**src/rtl/machine_timer.sv**
```systemverilog
// machine_timer: RISC-V style mtime/mtimecmp block on the core data-memory port.
// A 64-bit free-running counter advances on prescaler ticks. A registered
// compare against mtimecmp drives the machine timer interrupt pending line.
// Software reaches the registers through 32-bit byte-strobed accesses.
module machine_timer #(
    parameter int XLEN     = 32,
    parameter int PRESCALE = 1
) (
    input  logic              i_clk,
    input  logic              i_rst,
    input  logic              i_sel,
    input  logic              i_we,
    input  logic [XLEN-1:0]   i_addr,
    input  logic [XLEN-1:0]   i_wdata,
    input  logic [XLEN/8-1:0] i_wstrb,
    output logic [XLEN-1:0]   o_rdata,
    output logic              o_mtip
);

    // Word indices inside the 32-byte window
    localparam logic [2:0] REG_MTIME_LO    = 3'd0;
    localparam logic [2:0] REG_MTIME_HI    = 3'd1;
    localparam logic [2:0] REG_MTIMECMP_LO = 3'd2;
    localparam logic [2:0] REG_MTIMECMP_HI = 3'd3;
    localparam logic [2:0] REG_CTRL        = 3'd4;

    // Terminal prescaler count; a tick fires on the cycle that count reaches it
    localparam logic [15:0] PRESCALE_MAX = 16'(PRESCALE - 1);

    logic [2*XLEN-1:0] mtime_reg, mtime_next;
    logic [2*XLEN-1:0] mtimecmp_reg, mtimecmp_next;
    logic              en_reg, en_next;
    logic [15:0]       count_reg, count_next;
    logic              mtip_reg;

    logic [2:0]        reg_idx;
    logic              wr_en;
    logic              wr_mtime_lo, wr_mtime_hi, wr_cmp_lo, wr_cmp_hi, wr_ctrl;
    logic              tick;
    logic [XLEN-1:0]   wmask;
    logic              unused_addr_bits;

    assign reg_idx     = i_addr[4:2];
    assign wr_en       = i_sel & i_we;
    assign wr_mtime_lo = wr_en && (reg_idx == REG_MTIME_LO);
    assign wr_mtime_hi = wr_en && (reg_idx == REG_MTIME_HI);
    assign wr_cmp_lo   = wr_en && (reg_idx == REG_MTIMECMP_LO);
    assign wr_cmp_hi   = wr_en && (reg_idx == REG_MTIMECMP_HI);
    assign wr_ctrl     = wr_en && (reg_idx == REG_CTRL);

    // Only the word index participates in decode; the rest of the address is ignored
    assign unused_addr_bits = &{1'b0, i_addr[XLEN-1:5], i_addr[1:0]};

    // Expand byte strobes into a bit mask so every write is a simple merge
    generate
        for (genvar gi = 0; gi < XLEN / 8; gi++) begin : g_wmask
            assign wmask[8*gi +: 8] = {8{i_wstrb[gi]}};
        end
    endgenerate

    // Tick uses the enable and count as they stand before the edge,
    // so a same-cycle CTRL write never changes it
    assign tick = en_reg && (count_reg == PRESCALE_MAX);

    // Prescaler count: free-runs while enabled, parked at zero otherwise,
    // and cleared immediately when software drops EN
    always_comb begin
        count_next = '0;
        if (en_reg) begin
            count_next = tick ? 16'd0 : count_reg + 16'd1;
        end
        if (wr_ctrl && i_wstrb[0] && !i_wdata[0]) begin
            count_next = '0;
        end
    end

    // Enable bit only listens to byte lane 0
    always_comb begin
        en_next = en_reg;
        if (wr_ctrl && i_wstrb[0]) begin
            en_next = i_wdata[0];
        end
    end

    // mtime: a software write to either half wins over the tick for all 64 bits
    always_comb begin
        mtime_next = mtime_reg;
        if (wr_mtime_lo) begin
            mtime_next[XLEN-1:0] = (mtime_reg[XLEN-1:0] & ~wmask) | (i_wdata & wmask);
        end else if (wr_mtime_hi) begin
            mtime_next[2*XLEN-1:XLEN] = (mtime_reg[2*XLEN-1:XLEN] & ~wmask) | (i_wdata & wmask);
        end else if (tick) begin
            mtime_next = mtime_reg + 64'd1;
        end
    end

    // mtimecmp: plain byte-merged writes to either half
    always_comb begin
        mtimecmp_next = mtimecmp_reg;
        if (wr_cmp_lo) begin
            mtimecmp_next[XLEN-1:0] = (mtimecmp_reg[XLEN-1:0] & ~wmask) | (i_wdata & wmask);
        end
        if (wr_cmp_hi) begin
            mtimecmp_next[2*XLEN-1:XLEN] = (mtimecmp_reg[2*XLEN-1:XLEN] & ~wmask) | (i_wdata & wmask);
        end
    end

    // State registers; the interrupt compares the pre-edge register values
    always_ff @(posedge i_clk or posedge i_rst) begin
        if (i_rst) begin
            mtime_reg    <= '0;
            mtimecmp_reg <= '1;
            en_reg       <= 1'b0;
            count_reg    <= '0;
            mtip_reg     <= 1'b0;
        end else begin
            mtime_reg    <= mtime_next;
            mtimecmp_reg <= mtimecmp_next;
            en_reg       <= en_next;
            count_reg    <= count_next;
            mtip_reg     <= (mtime_reg >= mtimecmp_reg);
        end
    end

    assign o_mtip = mtip_reg;

    // Zero-latency read mux; deselected or reserved slots return zero
    always_comb begin
        o_rdata = '0;
        if (i_sel) begin
            case (reg_idx)
                REG_MTIME_LO:    o_rdata = mtime_reg[XLEN-1:0];
                REG_MTIME_HI:    o_rdata = mtime_reg[2*XLEN-1:XLEN];
                REG_MTIMECMP_LO: o_rdata = mtimecmp_reg[XLEN-1:0];
                REG_MTIMECMP_HI: o_rdata = mtimecmp_reg[2*XLEN-1:XLEN];
                REG_CTRL:        o_rdata = {{(XLEN-1){1'b0}}, en_reg};
                default:         o_rdata = '0;
            endcase
        end
    end

endmodule

```
**config.mk**
```make
export PLATFORM = sky130hd
export DESIGN_NAME = machine_timer
export DESIGN_NICKNAME = d
export VERILOG_FILES = /design/src/rtl/machine_timer.sv
export SDC_FILE = /design/constraint.sdc
export NUM_CORES = 1
export LEC_CHECK = 0
export ABC_CLOCK_PERIOD_IN_PS = 9100
export BUFFER_PORTS_ARGS = -buffer_cell sky130_fd_sc_hd__clkbuf_2
export CAP_MARGIN = 20
export CORE_MARGIN = 4
export CORE_UTILIZATION = 65
export DETAILED_ROUTE_END_ITERATION = 8
export PLACE_DENSITY = 0.87
export SLEW_MARGIN = 15
export SYNTH_ARGS = -nofsm -noshare
export SYNTH_HDL_FRONTEND = slang
export SYNTH_SLANG_ARGS = --single-unit
```
**constraint.sdc**
```tcl
create_clock -name i_clk -period 9.1 [get_ports i_clk]
set_clock_uncertainty 0.15 [all_clocks]
set_input_delay 0 -clock i_clk [delete_from_list [all_inputs] [get_ports i_clk]]
set_output_delay 0 -clock i_clk [all_outputs]
set_load 0.1 [all_outputs]
```
Yosys cells after proc, flatten, opt, wreduce, memory -nomap -nowiden
Index checks and enable logic that the tools add are counted.
{"block": "classes", "bitwise_logic": 12, "magnitude_cmp": 1, "eq_ne": 5, "n_addsub": 2, "n_reduce_logical": 15, "n_mux": 9}
{"operator": "AND 32 bit", "count": 5}
{"operator": "case mux 32 bit (5 select lines)", "count": 1}
{"operator": "two-way mux 32 bit", "count": 4}
{"operator": "OR 32 bit", "count": 4}
{"operator": "adder 64 x 1 -> 64 bit, second input constant", "count": 1}
{"operator": ">= comparator 64 bit", "count": 1}
{"operator": "two-way mux 64 bit", "count": 1}
{"operator": "two-way mux 16 bit", "count": 3}
{"operator": "NOT 32 bit", "count": 1}
{"operator": "adder 16 x 1 -> 16 bit, second input constant", "count": 1}
{"operator": "logical NOT 16 bit", "count": 1}
{"operator": "logical AND 1 bit", "count": 8}
{"operator": "equality test 3 x 2 -> 1 bit, second input constant", "count": 2}
{"operator": "AND reduction 2 bit", "count": 2}
{"operator": "nonzero test 2 bit", "count": 2}
{"operator": "equality test 3 x 1 -> 1 bit, second input constant", "count": 1}
{"operator": "equality test 3 bit, second input constant", "count": 1}
{"operator": "logical NOT 3 bit", "count": 1}
{"operator": "inequality test 2 bit, second input constant", "count": 1}
{"operator": "AND 1 bit", "count": 1}
{"operator": "logical NOT 1 bit", "count": 1}
{"operator": "NOT 1 bit", "count": 1}
{"block": "word_totals", "word_cells": 51, "reg_bits": 146, "output_inout_bits": 33}

Logic depth before layout (Yosys ltp)
{"block": "logic_depth", "ltp_word": 5, "mapped_depth": 10}

Worst setup path before layout
OpenSTA, ideal clock, no wires.
{"block": "synth_timing", "path_kind": "in2out", "startpoint": "input port i_addr[2]", "endpoint": "output port o_rdata[10]", "stages": 7, "n_path_buf": 3, "t_required_ns": 8.950, "arrival_ns": 2.623, "slack_ns": 6.327, "path_cell_list": "clkbuf_1 -> nor2b_1 -> and2_1 -> clkbuf_1 -> clkbuf_1 -> a22oi_1 -> a21oi_1"}
{"block": "synth_between", "elab_chain_cells": 3}
{"item": "from (decl)", "line": "13", "text": "input logic [XLEN-1:0] i_addr,"}
{"item": "equality test 3 bit, or another cell as far along", "line": "131", "text": "case (reg_idx)"}
{"item": "case mux 32 bit (5 select lines) (*)", "line": "131"}
{"item": "two-way mux 32 bit (*)", "line": "130", "text": "if (i_sel) begin"}
{"item": "to (decl)", "line": "16", "text": "output logic [XLEN-1:0] o_rdata,"}
Mark *: on every way between the ends. The rest lies on a longest branch, timed or not.

==> results summary <==
The flow ran to the end, and the final reports show no timing, DRC or antenna violations. The number of cells after detailed placement is 1494. Derived from the worst setup path, the maximum achievable clock frequency is 268 MHz.

Global routing consumed, over all layers together, between 30% and 40% of the routing resources. The element type at the critical path end is a flip-flop. The highest net fanout along the worst path came out at 15. After synthesis the cells add up to 0.0103 mm2. The number of buffers inserted during clock tree synthesis is 17. The pin slew with the least headroom to its limit is 1170 ps.

The initial utilization of the core area, before any placement, comes to 67.1%. The data required time at the worst endpoint is between 9000 and 10000 ps. Setup repair after global routing left no endpoint under its margin. The overall power of the completed layout is 2510 uW. The synthesized net count came out at 1411. The overall die area came out at 0.0179 mm2. The count of nets left with antenna violations once routing finished came out at 0. The number of buffers inserted by port buffering is 75.

The most common cell after layout, fill and taps aside is nand2_1. The setup TNS is 0 ps. In the global route stage, met2 resource usage came out at 57.3%. The category of the critical setup timing path is reg -> reg. The finished layout holds 1567 standard cells, fillers aside. Across the run, the number of max-cap violations was 0.

The startpoint type of the worst setup path is a flip-flop. Of the available clock period, the critical path in the final layout requires approximately 41%. The wire length of the first global-routing pass is 53.0 mm. After floorplanning, the core was sized to cover 0.0154 mm2. The floorplan has 45 rows.

The worst hold path belongs to the class in -> reg. The post-synthesis sequential area ratio came out at 36.2%. The initial antenna violation count is 0. The placed instances occupy a cell area of 0.0107 mm2. The first-pass iteration count of the detailed router is 6. Global routing consumed, on the met3 layer, ~8.2% of the routing resources. The peak supply drop is 179 uV. The average instance in the mapped netlist occupies 8.11 um2. The final routed DRC violation total is 0.

Of the total power, the clock network draws ~27%. The number of H-tree branching levels is 4. The library cells used most frequently in the layout, excluding fill and tap cells, are nand2_1, nor2_1, a21oi_1.

The met1 usage is 49.9%. The tree built by TritonCTS fans out to between 100 and 150 sinks. The relative contribution of sequential cells to total power came out at 41.2%. The x dimension of the die is 134 um. The pin count of the biggest net entering global routing is 81. The Yosys step of the flow raised 0 warnings.

The number of buffers on the longest clock path came out at 2. Measured along the y axis, the die boundary spans between 100 and 150 um. The fraction of layout cells with a size suffix above 1 is 16.3%. After routing the design area is between 0.01 and 0.015 mm2. The post-route minimum period is 3730 ps.

The total setup violations reported at the end of the flow came out at 0. The detailed placer's ending HPWL is 22.0 mm. After synthesis, the netlist uses 70 different library cells. TritonCTS built the clock tree. CTS placed an instance of clkbuf_16 at the clock tree root. The per-cell routed wire length came out at between 20 and 25 um. The most instantiated flip-flop cell in the synthesis netlist is dfrtp_1. The number of antenna diodes came out at 0.

The total number of nets in the final design is around 1500. Summed over all nets, the switching power comes to 1010 uW. The data arrival time of the critical path is around 3900 ps.

The boundary pin count came out at 105. The part of the power in combinational logic is 31.4%. The fraction of registers with async set/reset is 100%. The final-report max-slew violation count came to 0. The number of instances in the synthesized netlist is 1272. The register clock-pin slew on the reported worst setup and hold paths came out at 70 ps.

The total via count in the routed design is 10600. The number of flops mapped to enable cells by yosys is 0. The count of final hold-check violations came to 0. The leakage power came out at 0.00495 uW. Using the TritonRoute via totals, the vias-per-cell ratio works out to ~6.8. The placer congestion estimate is 0.958. Across all hold checks on the routed design, the worst slack comes to 46.2 ps. Global routing finished with a remaining overflow of 0. The iteration-0 DRC count of the detailed router is 1487.

The area growth from synthesis to final layout is 13.5%. The share of total power consumed by net switching came out at 40.1%. Cell internal power was estimated by the tool at 1500 uW. The filler cells instantiated in the layout total 1132.

The power density over the cells is 214 mW/mm2. The number of global-route vias before repair came out at 10200. After detailed routing, the total wire length is around 33 mm. Measured against its own limit, the worst slew margin works out to 21.9%.

met2 is the most crowded layer. For the worst-skew pair, the clock arrives at the later sink with an insertion delay of between 400 and 500 ps. The total of flip-flops plus latches after synthesis is around 150.
-- cells by family after synthesis --
family	after synthesis	synth area share, %
simple gates	479	24.0
compound gates	412	24.4
buf+inv	153	5.90
fa+ha+maj	67	8.13
flops	146	36.2
mux	3	0.327
xor+xnor	12	1.02
-- cell usage after synthesis, types with 5 or more instances --
library cell / count / area (um2)
inv_1: 78 / 293
o21ai_0: 107 / 536
a21o_1: 5 / 37.5
a21oi_1: 129 / 646
dfrtp_1: 82 / 2050
nor3_1: 20 / 100
a311oi_1: 8 / 70.1
and2_1: 17 / 106
a31oi_1: 5 / 31.3
a211oi_1: 9 / 67.6
o31ai_1: 9 / 67.6
and4_1: 7 / 61.3
nand2_1: 139 / 522
nand3_1: 42 / 210
a41oi_1: 5 / 43.8
clkbuf_1: 55 / 206
a221oi_1: 7 / 61.3
xor2_1: 8 / 70.1
and3_1: 33 / 206
ha_1: 67 / 838
buf_2: 15 / 75.1
o21ai_1: 8 / 40.0
nand2b_1: 5 / 31.3
nor2_1: 133 / 499
nor4_1: 7 / 43.8
a211o_1: 10 / 87.6
o22ai_1: 17 / 106
dfstp_2: 64 / 1680
a22oi_1: 67 / 503
nand4_1: 32 / 200
-- power groups by stage --
stage	Combinational, uW	Clock (uW)	Sequential, uW
finish	788	686	1030
global route	870	709	1050
CTS	764	685	1020
detailed placement	738	0	1030
global placement	707	0	1020
floorplan	571	0	968
-- per-layer routing --
metal / share of wire (%) / vias up / wire length (um)
met1: 39 / 4989 / 12800
met3: 12 / 132 / 3930
li1: - / 4773 / -
met4: 3.5 / 0 / 1160
met5: 0 / - / 0
met2: 45 / 726 / 14900
-- metrics by stage --
step | util [%] | setup WS [ps]
2_1_floorplan | - | 5130
4_1_cts | 76.1 | 5550
5_1_grt | 76.2 | 5380
3_3_place_gp | 69.9 | 5670
6_report | 76.2 | 5370
3_5_place_dp | 69.9 | 5590
-- layout make-up --
class / instances / area [um2] / share of cell area, %
clock buffer: 17 / 425 / 3.63
clock inverter: 15 / 138 / 1.18
inverter: 78 / 298 / 2.54
multi-input combinational: 973 / 5990 / 51.1
sequential: 146 / 3730 / 31.9
tap: 211 / 264 / 2.26
timing repair buffer: 127 / 861 / 7.35
-- worst max-delay path, cell delays in order (launching register included) --
cell	delay, ps
dfrtp_1	440
nor4_2	480
and4_1	800
nand2_1	510
nor4_1	880
a21boi_1	140
o22a_1	200
-- what timing repair did --
| action | CTS | global route |
|---|---|---|
| buffers inserted | 0 | 0 |
| resized for setup | 0 | 0 |
| endpoints found under the hold margin | 201 | 0 |
| hold buffers | 39 | 0 |
-- final timing paths --
path | start | slack, ps | cells past startpoint | end
max reg2reg | count_reg[2] | 5370 | 6 | flip-flop
max | count_reg[2] | 5370 | 6 | flip-flop
min | i_we | 50 | 5 | flip-flop
min reg2reg | flip-flop | 360 | 2 | flip-flop
min in group asynchronous | i_rst | 100 | 3 | count_reg[2]
max in group asynchronous | i_rst | 7310 | 4 | async pin
(Power assumes the default switching activity.)
